==> config.mk <==
export PLATFORM = sky130hd
export DESIGN_NAME = demux_slot_buf
export DESIGN_NICKNAME = d
export VERILOG_FILES = /design/src/rtl/demux_pkg.sv /design/src/rtl/demux_slot.sv /design/src/rtl/demux_slot_buf.sv
export SDC_FILE = /design/constraint.sdc
export NUM_CORES = 1
export LEC_CHECK = 0
export CAP_MARGIN = 20
export CORE_MARGIN = 4
export CORE_UTILIZATION = 38
export CTS_CLUSTER_SIZE = 24
export DETAILED_ROUTE_END_ITERATION = 16
export PLACE_DENSITY = 0.76
export REMOVE_ABC_BUFFERS = 1
export SYNTH_ARGS = -nofsm -noshare
export SYNTH_HDL_FRONTEND = slang
export SYNTH_SLANG_ARGS = --single-unit
==> constraint.sdc <==
create_clock -name clk -period 1.38 [get_ports clk]
set_input_delay 0.207 -clock clk [delete_from_list [all_inputs] [get_ports clk]]
set_output_delay 0.207 -clock clk [all_outputs]
set_load 0.005 [all_outputs]
==> src/rtl/demux_pkg.sv <==
// Shared types and helpers for the slot-buffered demultiplexer.
package demux_pkg;

    typedef enum logic {
        SLOT_EMPTY = 1'b0,
        SLOT_FULL  = 1'b1
    } slot_state_t;

    // Destination index width; a single-output demux still carries a 1-bit index.
    function automatic int idx_w(input int cnt);
        return (cnt <= 1) ? 1 : $clog2(cnt);
    endfunction

endpackage

==> src/rtl/demux_slot.sv <==
// One-entry holding slot: EMPTY/FULL state plus a payload register that
// reloads on a write, including a write in the same cycle as a drain.
module demux_slot
    import demux_pkg::*;
#(
    parameter int WIDTH = 32
) (
    input  logic             clk,
    input  logic             resetn,
    input  logic             wr_en,
    input  logic [WIDTH-1:0] wr_data,
    input  logic             rd_ready,
    output logic             valid,
    output logic [WIDTH-1:0] data
);

    slot_state_t state, state_next;

    always_ff @(posedge clk or negedge resetn) begin
        if (!resetn) begin
            state <= SLOT_EMPTY;
        end else begin
            state <= state_next;
        end
    end

    always_comb begin
        state_next = state;
        case (state)
            SLOT_EMPTY: if (wr_en) state_next = SLOT_FULL;
            SLOT_FULL: begin
                // A refill wins over a drain, so the slot stays FULL.
                if (wr_en)         state_next = SLOT_FULL;
                else if (rd_ready) state_next = SLOT_EMPTY;
            end
            default: state_next = SLOT_EMPTY;
        endcase
    end

    always_ff @(posedge clk or negedge resetn) begin
        if (!resetn) begin
            data <= '0;
        end else if (wr_en) begin
            data <= wr_data;
        end
    end

    assign valid = (state == SLOT_FULL);

endmodule

==> src/rtl/demux_slot_buf.sv <==
// One-to-CNT dispatcher with a one-beat holding slot per output.
// Define DEMUX_SLOT_BUF_ERR_EN to get a registered pulse on out-of-range destinations.
module demux_slot_buf
    import demux_pkg::*;
#(
    parameter  int WIDTH = 32,
    parameter  int CNT   = 1,
    localparam int IDXW  = idx_w(CNT),
    localparam int OCCW  = $clog2(CNT + 1)
) (
    input  logic             clk,
    input  logic             resetn,
    input  logic             in_valid,
    output logic             in_ready,
    input  logic [IDXW-1:0]  in_dest,
    input  logic [WIDTH-1:0] in_data,
    output logic [CNT-1:0]   out_valid,
    input  logic [CNT-1:0]   out_ready,
    output logic [WIDTH-1:0] out_data [CNT-1:0],
    output logic [OCCW-1:0]  occupancy,
    output logic             err
);

    logic            dest_ok;
    logic            slot_rdy;
    logic [CNT-1:0]  dec;
    logic [CNT-1:0]  wr_en;
    logic [CNT-1:0]  full_next;
    logic [OCCW-1:0] occ_next;

    // With a power-of-two CNT every index value names a real slot.
    if ((1 << IDXW) == CNT) begin : g_pow2
        assign dest_ok = 1'b1;
    end else begin : g_npow2
        assign dest_ok = (in_dest < IDXW'(CNT));
    end

    always_comb begin
        dec = '0;
        for (int i = 0; i < CNT; i++) begin
            dec[i] = (in_dest == IDXW'(i));
        end
    end

    // Out-of-range beats are always swallowed so the producer never stalls on them.
    assign slot_rdy  = |(dec & (~out_valid | out_ready));
    assign in_ready  = dest_ok ? slot_rdy : 1'b1;
    assign wr_en     = dec & {CNT{in_valid & in_ready}};
    assign full_next = wr_en | (out_valid & ~out_ready);

    for (genvar g = 0; g < CNT; g++) begin : g_slot
        demux_slot #(
            .WIDTH (WIDTH)
        ) u_slot (
            .clk      (clk),
            .resetn   (resetn),
            .wr_en    (wr_en[g]),
            .wr_data  (in_data),
            .rd_ready (out_ready[g]),
            .valid    (out_valid[g]),
            .data     (out_data[g])
        );
    end

    always_comb begin
        occ_next = '0;
        for (int i = 0; i < CNT; i++) begin
            occ_next = occ_next + OCCW'(full_next[i]);
        end
    end

    // ---- p1: registered occupancy and error flag ----
    always_ff @(posedge clk or negedge resetn) begin
        if (!resetn) begin
            occupancy <= '0;
        end else begin
            occupancy <= occ_next;
        end
    end

`ifdef DEMUX_SLOT_BUF_ERR_EN
    logic err_p1;

    always_ff @(posedge clk or negedge resetn) begin
        if (!resetn) begin
            err_p1 <= 1'b0;
        end else begin
            err_p1 <= in_valid & ~dest_ok;
        end
    end

    assign err = err_p1;
`else
    assign err = 1'b0;
`endif

endmodule

==> metrics list <==
* Status: finished, violations left
* Violations in the final reports: negative setup slack
* Gr ovfl total: 0
- In the final timing run, aggregate negative setup slack is -878 ps.
- Worst slack, placed: -303 ps
- Max Clock Skew: 5.56 ps
* FF-to-FF setup slack: -60 ps
* Launch point of the worst reg-to-reg path: g_slot[0].u_slot.valid$_DFF_PN0_
* Number of nets still failing antenna checks after routing: 0
- In this run the critical register-to-register path is captured at g_slot[0].u_slot.data[30]$_DFFE_PN0P_.
- Clock Root Buffer: sky130_fd_sc_hd__clkbuf_4
- At the end of routability-driven placement, the weighted congestion stood at 0.690.
- 0 antenna diodes ended up in the layout.
* Sw Ratio: 0.254
- Following the worst setup path forward leads to its endpoint at g_slot[0].u_slot.data[30]$_DFFE_PN0P_.
- Post-synthesis instance area: 0.00131 mm²
- Largest net degree at the start of global routing: 35
- Pin placement for this block handled 73 I/O pins.
* Tightest Hold Check Type: primary input to asynchronous set/reset pin
* Setup slack after layout: -61.5 ps
* Setup crit start: g_slot[0].u_slot.valid$_DFF_PN0_
- In this run the mean area of a mapped cell was 16.8 µm².
- In this run the power spent charging and discharging nets is 0.000653 W.
* Clock Sink Count: 34
- Wire length of the first global-routing pass: 5.40 mm
- Net count reported at finish: 203
* Die height: 66.7 µm
* Overall via count from detail_route: 975
- Max-cap violations in this run came to 0.
- Per-cell via count in the routed design: 4.58
- Combinational cell fraction of total power: 0.284
* Minimum clock period after layout: 1440 ps
- Library cells used by synthesis: 11
- For this block, the initial DRC count from the detailed router was 14.
- The number of cells on the worst reg-to-reg path is 6.
- DP Wirelength: 2.37 mm
- CTS built an H-tree with a depth of 2.
- TritonCTS clock tree: yes
* RSZ-0062 raised after global routing: yes
* FF+latch count, synth: 34
* Kind of critical path: flip-flop to flip-flop
- Data on the critical path is required at its endpoint by 1610 ps.
- In this run the static leakage power is 1.04 nW.
- Clock latency reported for the late side of the worst-skew pair: 340 ps
- The cell count after synthesis came out at 78.
* Rows: 21
- Vias in the first global route: 1116
- Port-buffer cells: 71
- The number of antenna violations at the first check in global routing is 0.
- Buffers inserted to repair hold after CTS numbered 0.
- Derived from the worst setup path, the maximum achievable clock frequency is 694 MHz.
* Setup violators final: 29
- Core area: 0.00334 mm²
* Max Buffers Root-to-Sink: 2
- Dividing total power by cell area gives a power density of 1130 mW/mm².
- The internal portion of the total power is 0.00192 W.
- The count of pins over their slew limit was 0.
* Area growth from synthesis to layout: 73.2%
- Maximum resistive drop on vdd: 0.594 mV
- Fraction of final layout cells with drive strength greater than 1: 0.335
* Global-route usage over all layers: 0.170
- Measured along the x axis, the die boundary spans 66.7 µm.
* Critical path data arrival time: 1670 ps
- STA classifies the critical path startpoint as a flip-flop.
- The share of total power dissipated in sequential elements is 0.492.
* Die area: 0.00445 mm²
* Highest net fanout along the worst path: 7
- The final layout contains routed wiring with a total length of 3.50 mm.
- Buffers inserted during clock tree synthesis total 5.
- The worst setup path is captured at a flip-flop.
* Crit share post-route: 1.04
- Mean routed wirelength per cell: 16.5 µm
- Number of failing hold endpoints at the final stage: 0
- Power, Total: 0.00257 W
- In the routed design, unresolved DRC markers number 0.
* Length of the first detailed-routing pass in iterations: 4
* Yosys warning count: 0
* Starting density of the core: 0.393
- Register clock-pin slew on the reported worst setup and hold paths: 100 ps
* Share of the yosys chip area belonging to registers: 0.649
- Share of power burned in the clock network: 0.224
[placed cells by master, fill, tap and decap left out]
cell type,netlist,routed
sky130_fd_sc_hd__clkdlybuf4s50_1,0,36
sky130_fd_sc_hd__dfrtp_1,34,34
sky130_fd_sc_hd__dlygate4sd2_1,0,34
sky130_fd_sc_hd__mux2_2,30,25
sky130_fd_sc_hd__mux2_4,0,7
sky130_fd_sc_hd__buf_4,1,7
sky130_fd_sc_hd__clkbuf_4,0,5
sky130_fd_sc_hd__inv_1,2,2
sky130_fd_sc_hd__o21ai_0,2,2
sky130_fd_sc_hd__clkbuf_16,0,2
sky130_fd_sc_hd__buf_12,0,2
sky130_fd_sc_hd__buf_6,3,2
sky130_fd_sc_hd__or3_1,1,1
sky130_fd_sc_hd__nand2b_4,1,1
sky130_fd_sc_hd__a21oi_4,1,1
sky130_fd_sc_hd__conb_1,1,1
sky130_fd_sc_hd__clkbuf_1,0,1
sky130_fd_sc_hd__clkinv_2,0,1
sky130_fd_sc_hd__clkbuf_8,0,1
sky130_fd_sc_hd__buf_16,0,1
sky130_fd_sc_hd__clkbuf_2,0,1
[critical path, stage by stage, from the launching register on]
cell and delay (ps):
sky130_fd_sc_hd__dfrtp_1 390, sky130_fd_sc_hd__buf_4 140, sky130_fd_sc_hd__a21oi_4 140, sky130_fd_sc_hd__buf_4 130, sky130_fd_sc_hd__buf_6 100, sky130_fd_sc_hd__buf_16 120
sky130_fd_sc_hd__mux2_2 320
[what timing repair did]
item | 4_1_cts | 5_1_grt
pin swaps | 1 | 1
hold endpoints to repair | 0 | 0
gates resized for setup | 36 | 11
cloned | 1 | 2
buffers inserted | 5 | 3
setup endpoints to repair | 48 | 33
[kinds of logic (layout without fill, tap and decap cells)]
| logic type | Yosys count | in the layout | synth area share |
|---|---|---|---|
| other cells | 1 | 1 | 0.00286 |
| simple gates | 2 | 2 | 0.0153 |
| compound gates | 3 | 3 | 0.0201 |
| buf+inv | 6 | 95 | 0.0373 |
| mux | 32 | 32 | 0.275 |
| flops | 34 | 34 | 0.649 |
[sequential cells by signal, indices dropped and copies added, names as in the netlist]
register	flops
g_slot.u_slot.valid	1
g_slot.u_slot.data	32
occupancy	1
[cells in the mapped netlist]
library cell / number / area, µm²
sky130_fd_sc_hd__o21ai_0: 2 / 10.0
sky130_fd_sc_hd__nand2b_4: 1 / 13.8
sky130_fd_sc_hd__inv_1: 2 / 7.51
sky130_fd_sc_hd__conb_1: 1 / 3.75
sky130_fd_sc_hd__buf_6: 3 / 33.8
sky130_fd_sc_hd__mux2_1: 2 / 22.5
sky130_fd_sc_hd__or3_1: 1 / 6.26
sky130_fd_sc_hd__dfrtp_1: 34 / 851
sky130_fd_sc_hd__mux2_2: 30 / 338
sky130_fd_sc_hd__a21oi_4: 1 / 16.3
sky130_fd_sc_hd__buf_4: 1 / 7.51
[worst min path at each step]
stage / from / cells past startpoint / endpoint
after CTS: resetn / 2 / g_slot[0].u_slot.data[24]$_DFFE_PN0P_
after floorplan: resetn / 0 / g_slot[0].u_slot.data[0]$_DFFE_PN0P_
after detailed placement: g_slot[0].u_slot.data[17]$_DFFE_PN0P_ / 1 / g_slot[0].u_slot.data[17]$_DFFE_PN0P_
final: resetn / 2 / g_slot[0].u_slot.data[10]$_DFFE_PN0P_
after global placement: g_slot[0].u_slot.data[17]$_DFFE_PN0P_ / 1 / g_slot[0].u_slot.data[17]$_DFFE_PN0P_
after global routing: resetn / 2 / g_slot[0].u_slot.data[24]$_DFFE_PN0P_
[power groups by stage]
stage / sequential [W] / clock [W] / combinational [W]
2_1_floorplan: 0.00130 / 0 / 0.000190
3_3_place_gp: 0.00127 / 0 / 0.000752
3_5_place_dp: 0.00129 / 0 / 0.000767
4_1_cts: 0.00126 / 0.000596 / 0.000693
5_1_grt: 0.00129 / 0.000643 / 0.000790
6_report: 0.00126 / 0.000576 / 0.000730
[metrics by stage]
step	hold slack [ps]	instance area, µm²	utilization	instances
3_5_place_dp	485	2100	0.631	195
3_3_place_gp	467	2100	0.631	195
2_1_floorplan	-88.6	1270	-	74
5_1_grt	207	2270	0.680	213
6_report	220	2270	0.680	213
4_1_cts	215	2190	0.657	209
[layer usage]
layer	up-vias	GRT usage	part of all wire	routed length, µm
li1	445	-	-	-
met1	483	0.188	0.38	1330
met2	43	0.257	0.50	1750
met3	4	0.115	0.11	393
met4	0	0.0609	0.0083	29
met5	-	0	0	0
[cell type report]
cell class,count,area [µm²]
flip-flops and latches,34,851
clock inverters,1,5.00
inverters,2,7.51
well taps,46,57.6
fillers,267,1070
multi-input cells,38,437
repair buffers,85,856
clock buffers,7,55.1
No activity file was read; power rests on OpenSTA's default activity.
